--- config.mk ---
export PLATFORM = sky130hd
export DESIGN_NAME = display_scheduler
export DESIGN_NICKNAME = d
export VERILOG_FILES = /design/src/rtl/display_scheduler.sv
export SDC_FILE = /design/constraint.sdc
export NUM_CORES = 1
export LEC_CHECK = 0
export CAP_MARGIN = 20
export CORE_MARGIN = 5
export CORE_UTILIZATION = 53
export CTS_CLUSTER_DIAMETER = 80
export DETAILED_ROUTE_END_ITERATION = 10
export GPL_ROUTABILITY_DRIVEN = 0
export PLACE_DENSITY = 0.84
export RECOVER_POWER = 100
export SLEW_MARGIN = 20
export SYNTH_ARGS = -nofsm -noshare
export SYNTH_HDL_FRONTEND = slang
export SYNTH_SLANG_ARGS = --single-unit
--- constraint.sdc ---
create_clock -name clk -period 4.1 [get_ports clk]
set_input_delay 0.41 -clock clk [delete_from_list [all_inputs] [get_ports clk]]
set_output_delay 0.41 -clock clk [all_outputs]
set_load 0.05 [all_outputs]
--- src/rtl/display_scheduler.sv ---
// display_scheduler: round-robin time-multiplexer of NUM_SRC 16-bit
// sources onto one seven_seg driver, with dwell, blank gap, hold, next.
// Ports: clk, rst (sync, active-high); src_data/src_valid (per source);
//   hold (freeze dwell), next (force advance); display_value, sel,
//   blank, switch_pulse (all registered).
module display_scheduler #(
  parameter int NUM_SRC      = 4,
  parameter int DWELL_CYCLES = 200_000_000,
  parameter int BLANK_CYCLES = 10_000_000,
  parameter int SEL_W        = $clog2(NUM_SRC)
) (
  input  logic                  clk,
  input  logic                  rst,
  input  logic [16*NUM_SRC-1:0] src_data,
  input  logic [NUM_SRC-1:0]    src_valid,
  input  logic                  hold,
  input  logic                  next,
  output logic [15:0]           display_value,
  output logic [SEL_W-1:0]      sel,
  output logic                  blank,
  output logic                  switch_pulse
);

  localparam int MAX_CYC =
    (DWELL_CYCLES > BLANK_CYCLES) ? DWELL_CYCLES : BLANK_CYCLES;
  localparam int TW = $clog2(MAX_CYC);
  localparam logic [TW-1:0] DWELL_LAST = TW'(DWELL_CYCLES - 1);
  localparam logic [TW-1:0] BLANK_LAST = TW'(BLANK_CYCLES - 1);
  localparam logic [SEL_W-1:0] SEL_LAST = SEL_W'(NUM_SRC - 1);

  typedef enum logic {
    S_BLANK,
    S_SHOW
  } state_t;

  state_t           state, state_nx;
  logic [SEL_W-1:0] start, start_nx, sel_nx, sel_inc;
  logic [TW-1:0]    timer, timer_nx;
  logic [15:0]      value_nx, cur_data, found_data;
  logic             blank_nx, pulse_nx;
  logic             found, advance;
  logic [SEL_W-1:0] found_idx;

  // Search from start, wrapping; walking offsets downward makes the
  // smallest offset (closest to start) the final winner.
  always_comb begin
    int j;
    j         = 0;
    found     = 1'b0;
    found_idx = '0;
    for (int k = NUM_SRC - 1; k >= 0; k--) begin
      j = int'(start) + k;
      if (j >= NUM_SRC) j = j - NUM_SRC;
      if (src_valid[j]) begin
        found     = 1'b1;
        found_idx = SEL_W'(j);
      end
    end
  end

  always_comb begin
    cur_data   = '0;
    found_data = '0;
    for (int i = 0; i < NUM_SRC; i++) begin
      if (SEL_W'(i) == sel)       cur_data   = src_data[16*i +: 16];
      if (SEL_W'(i) == found_idx) found_data = src_data[16*i +: 16];
    end
  end

  assign sel_inc = (sel == SEL_LAST) ? '0 : sel + SEL_W'(1);

  assign advance = next || !src_valid[sel] ||
                   (!hold && timer == DWELL_LAST);

  always_comb begin
    state_nx = state;
    sel_nx   = sel;
    start_nx = start;
    timer_nx = timer;
    value_nx = display_value;
    blank_nx = blank;
    pulse_nx = 1'b0;
    unique case (state)
      S_BLANK: begin
        if (timer == BLANK_LAST) begin
          timer_nx = '0;
          if (found) begin
            state_nx = S_SHOW;
            sel_nx   = found_idx;
            value_nx = found_data;
            blank_nx = 1'b0;
            pulse_nx = 1'b1;
          end
        end else begin
          timer_nx = timer + TW'(1);
        end
      end
      S_SHOW: begin
        value_nx = cur_data;
        if (advance) begin
          state_nx = S_BLANK;
          blank_nx = 1'b1;
          start_nx = sel_inc;
          timer_nx = '0;
        end else if (!hold) begin
          timer_nx = timer + TW'(1);
        end
      end
    endcase
  end

  always_ff @(posedge clk) begin
    if (rst) begin
      state         <= S_BLANK;
      sel           <= '0;
      start         <= '0;
      timer         <= '0;
      display_value <= '0;
      blank         <= 1'b1;
      switch_pulse  <= 1'b0;
    end else begin
      state         <= state_nx;
      sel           <= sel_nx;
      start         <= start_nx;
      timer         <= timer_nx;
      display_value <= value_nx;
      blank         <= blank_nx;
      switch_pulse  <= pulse_nx;
    end
  end

endmodule

### Yosys cells after proc, flatten, opt, wreduce, memory -nomap -nowiden

Index checks and enable logic that the tools add are counted.

* register bits after elaboration: 51
* word-level logic and storage cells: 101

* add/subtract/negate cells: 9
* $lt $le $gt $ge: 9
* equality and inequality tests: 13
* mux-type cells: 50
* bitwise gates (word level): 1
* reductions and logical operators: 12

Operator list (number)
* $mux W16: 10
* $lt A32 B4 Y1 const B: 4
* $mux W32: 4
* $mux W28: 3
* $pmux W28 S2: 1
* $pmux W16 S2: 1
* $add A28 B1 Y28 const B: 1
* $eq A28 B24 Y1 const B: 1
* $eq A28 B28 Y1 const B: 1
* $mux W1: 19
* $sub A3 B3 Y4 const B: 3
* $bmux W1 S2: 5
* $mux W2: 5
* $ge A3 B3 Y1 const B: 3
* $eq A2 B2 Y1 const A: 4
* $add A2 B2 Y3 const B: 2
* $reduce_and A3 Y1: 2
* $eq A1 B2 Y1 const A: 2
* $logic_not A2 Y1: 2
* $ne A2 B2 Y1 const B: 2
* $pmux W1 S2: 2
* $reduce_and A2 Y1: 2
* $sub A2 B3 Y4 const B: 1
* $add A2 B1 Y3 const B: 1
* 11 further kinds: 13

### Depth between registers and ports, before layout

Gate-level depths: netlist of the first run.

* depth in word-level cells: 18
* depth in mapped cells: 9
* mapped depth without buffers: 7

### Worst setup path after synthesis of the first run

Ideal clock, no wire load.

* path kind: register -> register
* start point: reg sel[1]
* end point: reg display_value[7]
* library setup time: 0.087 ns
* arrival time: 2.217 ns
* data required time: 4.013 ns
* path slack: 1.796 ns
* stages on the path, launching flop included: 10
* buffers on the path: 2
* cells stage by stage: dfxtp_1 > inv_1 > ha_1 > clkbuf_1 > nor2b_1 > clkbuf_1 > a221oi_1 > o31ai_1 > a22oi_1 > o31ai_1

* word-level cells in the longest chain between the ends: 6
* elaborated cells on any way between the ends: 9
* classes of those cells: eq/ne: 3; mux: 5; reduce/logical: 1

Ends and longest elaborated chain
* start, declared: RTL line 19 `output logic [SEL_W-1:0] sel,`
* start signal, assigned: RTL line 123 `sel <= sel_nx;`
* $logic_not A2 Y1: RTL line 65 `if (SEL_W'(i) == sel) cur_data = src_data[16*i +: 16];`
* $mux W16 (3 in a row): RTL line 65
* $mux W16 *: RTL line 65
* $pmux W16 S2 *: RTL line 83 `unique case (state)`
* end signal, assigned: RTL line 126 `display_value <= value_nx;`
* end, declared: RTL line 18 `output logic [15:0] display_value,`

Mark *: on every way between the ends. The rest lies on a longest branch, timed or not.
A chain may end at the register's enable or synchronous reset.

### Worst setup path after layout of the first run

* start point: reg timer[0]
* end point: reg timer[24]

* word-level cells in the longest chain between the ends: 5
* elaborated cells on any way between the ends: 10
* classes of those cells: add/sub: 1; eq/ne: 3; mux: 4; reduce/logical: 2

Ends and longest elaborated chain
* start, declared: RTL line 38 `logic [TW-1:0] timer, timer_nx;`
* start signal, assigned: RTL line 125 `timer <= timer_nx;`
* branches (longest 5 deep; another with $add A28 B1 Y28)

Parallel ways; which one is timed is not known. The select of a mux whose other input is x is not followed.

==> results_dict.tcl, run 1 <==
set metrics [dict create \
    outcome "finished, final reports clean" \
    synthSimpleGateAreaFrac 0.3043 \
    grt_pass1_vias 3628 \
    wirelength_um 10650 \
    cts_tree "done" \
    worst_slew_pin_slew_ps 1037 \
    worstPathRequired_ps 4260 \
    final_layout_size_suffix_gt1_frac 0.05545 \
    syn_inst 434 \
    peakVddDrop_v 0.0001282 \
    avgRoutedWirePerCell_um 18.30 \
    setup_viol 0 \
    rsz0062_at_grt "false" \
    syn_area_per_cell_sq_um 8.176 \
    crit_path_max_fanout 25 \
    cts.clk_slew.worst_paths_ps 100 \
    grt_pass1_wl_um 17600 \
    yosysWarningCount 0 \
    postCtsHoldBufs 0 \
    antennaDiodeCount 0 \
    ys_ff_latch 51 \
    vias 3785 \
    synth-async-reset-ratio 0 \
    startpoint_type "flip-flop" \
    holdWs_ps 501.7 \
    arrival_ps 3000 \
    viasPerCell 6.503 \
    path_class "reg2reg" \
    cts_made_buffers 5 \
    min-delay-start "display_value[14]" \
    firstDrtPassIters 5 \
    dieHeight_um 91.83 \
    portBuffers 91 \
    timing.rr.start "timer[0]" \
    relSlewSlack 0.3086 \
    post-cts-setup-buffers 0 \
    worstSetupStartpoint "timer[0]" \
    synthAdderAreaFrac 0.01763 \
    p_leak_uw 0.001581 \
    synth_area_sq_um 3548 \
    area_growth_pct 27.50 \
    skew_ps 6.150 \
    synth_compound_area_frac 0.2542 \
    cts_root_buf "clkbuf_8" \
    start_util 0.5525 \
    nets 581 \
    cts_max_path_buffers 2 \
    dieArea_sq_um 8432 \
    post-route-period-util 0.6926 \
    synth_ff_type "dfxtp_1" \
    ys_types 55 \
    drv_slew 0 \
    max_freq_ghz 0.3521 \
    grt_max_degree 34 \
    globalRouteOverflowTotal 0 \
    drc 0 \
    grt_usage 0.2466 \
    place_hpwl_um 7576 \
    cap_violations 0 \
    die_x_um 91.83 \
    p_per_area_nw_per_um2 228.8 \
    synth_edf_count 0 \
    antenna_found_initial 0 \
    hold_violations 0 \
    synth_top_family_by_area "simple AND/OR/NAND/NOR gates" \
    muxShareOfSynthArea 0.01763 \
    cts_sinks 51 \
    synth_fp_nets 511 \
    dr.first_iter.drc_count 283 \
    fin_crit_ps 2840 \
    insertion_delay_ps 310 \
    seq_area_frac_synth 0.2877 \
    cts_resized 0 \
    rows 29 \
    hp-class "reg2reg" \
    synth_xor_area_frac 0.06171 \
    cts_max_level 2 \
    pin_count 92 \
    coreArea_sq_um 6422 \
    finalSetupTns_ps 0 \
    end_kind "flip-flop" \
    ant_nets 0 \
]
flip-flops by register name, summed over array words and instances (netlist names):
name           cells
switch_pulse       1
start              2
blank              1
state              1
sel                2
display_value     16
timer             28
synth_stat cells, drive strengths merged (2+ instances only):
cell type,n,share of area
inv,11,0.012
dfxtp,51,0.29
or2,2,0.0035
buf,8,0.019
a31o,2,0.0049
or4b,2,0.0056
clkbuf,25,0.026
nor2,36,0.038
nor3b,2,0.0042
ha,5,0.018
a221oi,15,0.037
nor3,11,0.016
and4,4,0.0099
and2,3,0.0053
o22a,3,0.0074
a22oi,16,0.034
xnor2,25,0.062
o31ai,35,0.074
a211oi,33,0.070
mux2i,4,0.011
and3,34,0.060
nor2b,19,0.033
nor4,13,0.030
nor4b,3,0.013
nand4,5,0.015
nand2,33,0.036
nand3,11,0.016
a21oi,5,0.0071
worst paths after layout:
path / end / slack, ps / depth (start not counted)
worst min register to register: display_value[14] / 500 / 2
worst min-delay path: display_value[14] / 500 / 2
worst max-delay path: timer[24] / 1260 / 6
worst max register to register: timer[24] / 1260 / 6
routing by layer:
metal,up-vias,track usage,wire length [um]
met4,0,0.06188,167
met2,210,0.4108,4998
met5,-,0,0
met3,21,0.04992,1005
met1,1766,0.3269,4482
li1,1788,-,-
critical path, stage by stage (launching register included):
cell and delay [ps]:
dfxtp_1 400, ha_1 240, and4bb_2 230, nand4_1 300
o311ai_0 690, a21o_1 730, nor2_1 120
report_power, final:
group	switching, uW	total [uW]	leakage, uW	internal, uW
registers	2.25	500	0.000411	497
logic	83.0	180	0.00111	97.1
clock network	173	355	0.0000581	182
logic make-up after synthesis:
logic type,count (synthesis)
muxes,5
adders and majority gates,5
xor gates and xnor gates,25
and+or+nand+nor,186
DFF,51
buffers and inverters,44
AOI/OAI and AO/OA,118
area by class of cell:
class | count | area, sq um
clock buffers | 5 | 68.82
flip-flops and latches | 51 | 1021
clock inverters | 3 | 43.79
well taps | 77 | 96.34
repair buffers | 96 | 948.4
inverters | 11 | 41.29
fillers | 514 | 1898
multi-input cells | 339 | 2305
through the flow:
| stage | power, uW | util | instance area (sq um) | cells | setup slack [ps] |
|---|---|---|---|---|---|
| after floorplan | 590.9 | - | 3548 | 434 | 1796 |
| after global placement | 683.7 | 0.6902 | 4433 | 574 | 1331 |
| after detailed placement | 688.1 | 0.6902 | 4433 | 574 | 1263 |
| after CTS | 1041 | 0.7078 | 4546 | 582 | 1580 |
| after global routing | 1077 | 0.7045 | 4524 | 582 | 1067 |
| final | 1035 | 0.7045 | 4524 | 582 | 1260 |
placed cells by master, fill, tap and decap left out, types with 2 or more instances in the layout:
master           Yosys  routed
a221oi_1            15      15
a22oi_1             16      16
dfxtp_1             51      51
mux2i_1              4       4
and3_1              34      34
a31o_2               2       2
nor3_1              11      11
and4_1               4       4
nor4_2               4       3
buf_4                3       5
nor2_1              36      36
inv_1               11      11
nand2_1             32      33
a21oi_1              5       5
nor2b_1             19      19
clkbuf_8             0       5
dlygate4sd3_1        0      20
o22a_1               3       3
nand3_1             11      11
or2_2                2       2
a211oi_1            33      33
xnor2_1             25      25
nor3b_1              2       2
nand4_1              3       4
nor4_1               9      10
ha_1                 5       4
clkdlybuf4s50_1      0      71
o31ai_1             35      35
and2_1               3       2
(Power assumes the default switching activity.)
==> run 2: changes to the inputs <==
--- a/config.mk
+++ b/config.mk
@@ -7,11 +7,11 @@
 export LEC_CHECK = 0
 export CAP_MARGIN = 20
 export CORE_MARGIN = 5
-export CORE_UTILIZATION = 53
+export CORE_UTILIZATION = 50
 export CTS_CLUSTER_DIAMETER = 80
 export DETAILED_ROUTE_END_ITERATION = 10
 export GPL_ROUTABILITY_DRIVEN = 0
-export PLACE_DENSITY = 0.84
+export PLACE_DENSITY = 0.8
 export RECOVER_POWER = 100
 export SLEW_MARGIN = 20
 export SYNTH_ARGS = -nofsm -noshare
==> constraint.sdc (replaced) <==
create_clock -name clk -period 2.7 [get_ports clk]
set_input_delay 0.27 -clock clk [delete_from_list [all_inputs] [get_ports clk]]
set_output_delay 0.27 -clock clk [all_outputs]
set_load 0.05 [all_outputs]
==> run 2 against run 1 <==
Clock skew grew 3.5 ps; sequential power grew 52%; setup slack got worse by 970 ps; critical path depth unchanged; clock-buffer cell count up 1; die area up 5.3%; combinational power up 52%; core utilization fell by 3.7 points; via count is 0.85% lower; sequential share of layout area is 0.30 points lower.
==> results_dict.tcl, run 2 (same netlist as run 1, synthesis figures left out) <==
set metrics [dict create \
    end_kind "flip-flop" \
    nets 586 \
    outcome "finished, final reports clean" \
    grt_usage 0.2445 \
    place_hpwl_um 7516 \
    rrSetupSlack_ps 290 \
    portBuffers 91 \
    cts_max_path_buffers 2 \
    area_growth_pct 29.20 \
    firstDrtPassIters 5 \
    relSlewSlack 0.3072 \
    intPower_uw 1107 \
    post-route-period-util 0.8919 \
    dr.first_iter.drc_count 163 \
    largest_register_ffs 28 \
    timing.rr.start "timer[0]" \
    drc 0 \
    hp-class "reg2reg" \
    swShare 0.2575 \
    p_switching_uw 384.1 \
    antenna_found_initial 0 \
    antennaDiodeCount 0 \
    finalSetupTns_ps 0 \
    dieArea_sq_um 8881 \
    wl_met1_um 4660 \
    cts_resized 0 \
    post-cts-setup-buffers 0 \
    cts_made_buffers 5 \
    ant_nets 0 \
    peakVddDrop_v 0.0001813 \
    cp-endpoint "display_value[2]" \
    p_per_area_nw_per_um2 325.4 \
    skew_ps 9.631 \
    drv_slew 0 \
    cts.clk_slew.worst_paths_ps 90 \
    comb_power_share 0.183 \
    cts_tree "done" \
    fin_cells 605 \
    grt_pass1_wl_um 17730 \
    worstPathRequired_ps 2890 \
    worst_slew_pin_slew_ps 1039 \
    pin_count 92 \
    final_cell_mix "71 x clkdlybuf4s50_1, 51 x dfxtp_1, 36 x nor2_1" \
    postCtsHoldBufs 0 \
    crit_path_max_fanout 16 \
    cts_root_buf "clkbuf_8" \
    viasPerCell 6.203 \
    insertion_delay_ps 310 \
    cap_violations 0 \
    avgRoutedWirePerCell_um 17.81 \
    start_util 0.5166 \
    top_layer_used "met4" \
    grt_pass1_vias 3635 \
    layout_commonest_cell "clkdlybuf4s50_1" \
    pwr-share-seq 0.509 \
    coreArea_sq_um 6869 \
    arrival_ps 2600 \
    worstSetupStartpoint "timer[0]" \
    max_freq_ghz 0.4153 \
    path_class "reg2reg" \
    dp_cells 598 \
    cts_max_level 2 \
    setup_viol 0 \
    cts_sinks 51 \
    rsz0062_at_grt "false" \
    rr_endpoint "display_value[2]" \
    fin_crit_ps 2408 \
    wl_met3_um 899 \
    final_layout_size_suffix_gt1_frac 0.06876 \
    die_x_um 94.24 \
    top_register "timer" \
    dieHeight_um 94.24 \
    startpoint_type "flip-flop" \
    vias 3753 \
    wirelength_um 10770 \
    grt_max_degree 34 \
    power_frac_clock 0.308 \
    dr_wl_met2_um 5039 \
    p_leak_uw 0.001602 \
    hold_violations 0 \
    reg2reg_depth 6 \
    reg_top3 "timer: 28 flops, display_value: 16 flops" \
    globalRouteOverflowTotal 0 \
    rows 30 \
]
==> run 2: worst max-delay path: stages (launching register included) <==
cell      delay, ps
dfxtp_1         400
ha_1            240
and4bb_2        280
nand4_4         170
o41a_1          740
a22oi_1         330
o31ai_1         120
==> run 2: through the flow <==
| step | setup WS (ps) | area (sq um) | total power [uW] | hold WS (ps) | util |
|---|---|---|---|---|---|
| after floorplan | 395.9 | 3548 | 897.2 | 450.5 | - |
| after global placement | 333.3 | 4494 | 1041 | 471.6 | 0.6543 |
| after detailed placement | 302.0 | 4497 | 1047 | 487.1 | 0.6546 |
| after CTS | 311.4 | 4584 | 1491 | 511.8 | 0.6674 |
| after global routing | 204.8 | 4584 | 1542 | 529.0 | 0.6674 |
| final | 291.9 | 4584 | 1492 | 499.9 | 0.6674 |
==> run 2: power groups by stage <==
stage                     logic (uW)  registers [uW]  clock network (uW)
after global routing             293             760                 488
final                            273             759                 459
after floorplan                  122             776                   0
after CTS                        271             759                 461
after detailed placement         270             777                   0
after global placement           265             776                   0
==> run 2: how the worst min path moves through the flow <==
stage | startpoint | end | slack (ps) | cells past startpoint
5_1_grt | display_value[13] | display_value[13] | 530 | 2
3_5_place_dp | blank | blank | 490 | 1
3_3_place_gp | display_value[14] | display_value[14] | 470 | 2
2_1_floorplan | rst | start[1] | 450 | 2
6_report | display_value[14] | display_value[14] | 500 | 2
4_1_cts | display_value[14] | display_value[14] | 510 | 2
==> run 2: per-layer routing <==
layer  vias to the layer above  GRT usage
met3                        18    0.06571
met4                         0    0.08785
met2                       162     0.3865
met1                      1776     0.3179
li1                       1797          -
met5                         -          0
==> run 2: area by class of cell <==
type                            count  area [sq um]
Clock buffer                        6         82.58
Clock inverter                      1         5.005
Fill cell                         578          2285
Inverter                           11         41.29
Multi-Input combinational cell    339          2328
Sequential cell                    51          1021
Tap cell                           96         120.1
Timing Repair Buffer              101         985.9
==> run 3: changes to the inputs <==
--- a/config.mk
+++ b/config.mk
@@ -8,6 +8,7 @@
 export CAP_MARGIN = 20
 export CORE_MARGIN = 5
 export CORE_UTILIZATION = 50
+export CTS_BUF_LIST = sky130_fd_sc_hd__clkbuf_16
 export CTS_CLUSTER_DIAMETER = 80
 export DETAILED_ROUTE_END_ITERATION = 10
 export GPL_ROUTABILITY_DRIVEN = 0
==> run 3 against run 2 <==
Register-to-register slack is essentially flat; total power rose by 10%; clock skew is 4.4 ps lower; core utilization increased by 0.67 points; critical path depth unchanged; worst hold slack got worse by 4.9 ps; combinational power about the same; clock power is 33% higher; cell count is the same; largest cell class unchanged.
==> results_dict.tcl, run 3 (same netlist as run 1, synthesis figures left out) <==
set metrics [dict create \
    cts_resized 0 \
    fin_cells 605 \
    coreArea_sq_um 6869 \
    cts_max_path_buffers 2 \
    postCtsHoldBufs 0 \
    ant_nets 0 \
    cts_root_buf "clkbuf_16" \
    p_leak_uw 0.001622 \
    globalRouteOverflowTotal 0 \
    grt_pass1_vias 3681 \
    fin_crit_ps 2412 \
    vias 3722 \
    post-route-period-util 0.8934 \
    max_freq_ghz 0.4146 \
    grt_usage 0.2483 \
    final_layout_size_suffix_gt1_frac 0.06680 \
    skew_ps 5.233 \
    top_register "timer" \
    wirelength_um 10820 \
    grt_max_degree 34 \
    final_cell_mix "71 x clkdlybuf4s50_1, 51 x dfxtp_1, 36 x nor2_1" \
    hold_violations 0 \
    setup_slack_ps 287.8 \
    pin_count 92 \
    cap_violations 0 \
    outcome "finished, final reports clean" \
    dp_cells 598 \
    antennaDiodeCount 0 \
    antenna_found_initial 0 \
    path_class "reg2reg" \
    place_ws_ps 302.0 \
    startpoint_type "flip-flop" \
    cts_tree "done" \
    crit_path_max_fanout 16 \
    hp-class "reg2reg" \
    cts_made_buffers 5 \
    drv_slew 0 \
    worstPathRequired_ps 2860 \
    max_stage_delay_ps 740 \
    largest_register_ffs 28 \
    end_kind "flip-flop" \
    viasPerCell 6.152 \
    layout_commonest_cell "clkdlybuf4s50_1" \
    area_growth_pct 30.50 \
    worst_slew_pin_slew_ps 1036 \
    rows 30 \
    n_fill_cell 573 \
    dieHeight_um 94.24 \
    drc 0 \
    p_per_area_nw_per_um2 354.7 \
    grt_pass1_wl_um 18000 \
    insertion_delay_ps 290 \
    portBuffers 91 \
    arrival_ps 2570 \
    start_util 0.5166 \
    crit_chain "ha_1 > and4bb_2 > nand4_4 > o41a_1 > a22oi_1 > o31ai_1" \
    dr.first_iter.drc_count 214 \
    cts_sinks 51 \
    place_hpwl_um 7516 \
    reg_top3 "timer: 28 flops, display_value: 16 flops" \
    rsz0062_at_grt "false" \
    nets 586 \
    setup_viol 0 \
    avgRoutedWirePerCell_um 17.89 \
    post-cts-setup-buffers 0 \
    firstDrtPassIters 5 \
    crit_slowest_cell "o41a_1" \
    dieArea_sq_um 8881 \
    die_x_um 94.24 \
    peakVddDrop_v 0.0002485 \
    relSlewSlack 0.3095 \
    finalSetupTns_ps 0 \
    cts.clk_slew.worst_paths_ps 70 \
    cts_max_level 2 \
]
[run 3: changes by cell type in the layout (fill, tap and decap cells not counted), sizes merged]
cell and delta:
clkinv +1, clkbuf -1
[run 3: cell type report]
type | count | area, sq um | area share
Clock inverter | 2 | 8.758 | 0.001891
Sequential cell | 51 | 1021 | 0.2205
Clock buffer | 5 | 125.1 | 0.02702
Tap cell | 96 | 120.1 | 0.02594
Inverter | 11 | 41.29 | 0.008917
Timing Repair Buffer | 101 | 985.9 | 0.2129
Multi-Input combinational cell | 339 | 2328 | 0.5028
[run 3: through the flow]
step                total power [uW]  instance area, sq um  utilization  hold WS, ps
finish                          1643                  4631       0.6741        495.0
floorplan                      897.2                  3548            -        450.5
global placement                1041                  4494       0.6543        471.6
global route                    1696                  4631       0.6741        520.9
detailed placement              1047                  4497       0.6546        487.1
CTS                             1643                  4631       0.6741        505.6
[run 3: path summary, 6_finish.rpt]
kind	to	slack, ps	cells past startpoint	start
max	display_value[2]	290	6	timer[0]
min	display_value[14]	490	2	display_value[14]
max reg2reg	display_value[2]	290	6	timer[0]
min reg2reg	display_value[14]	490	2	display_value[14]
[run 3: metal layers]
| layer | global-route usage | vias to the layer above | wire (um) |
|---|---|---|---|
| met3 | 0.07933 | 17 | 892 |
| met1 | 0.3194 | 1756 | 4672 |
| met4 | 0.07341 | 0 | 155 |
| met2 | 0.3954 | 150 | 5104 |
| met5 | 0 | - | 0 |
| li1 | - | 1799 | - |
[run 3: power breakdown]
| part | total, uW | switching, uW | internal (uW) |
|---|---|---|---|
| Clock | 610 | 276 | 334 |
| Sequential | 759 | 3.76 | 756 |
| Combinational | 273 | 123 | 150 |
| Total | 1640 | 403 | 1240 |
[run 3: critical path, delay by kind of cell (launching register included)]
kind            cells  cell delay, ps
compound gates      3            1190
simple gates        2             450
flops               1             400
fa+ha+maj           1             250
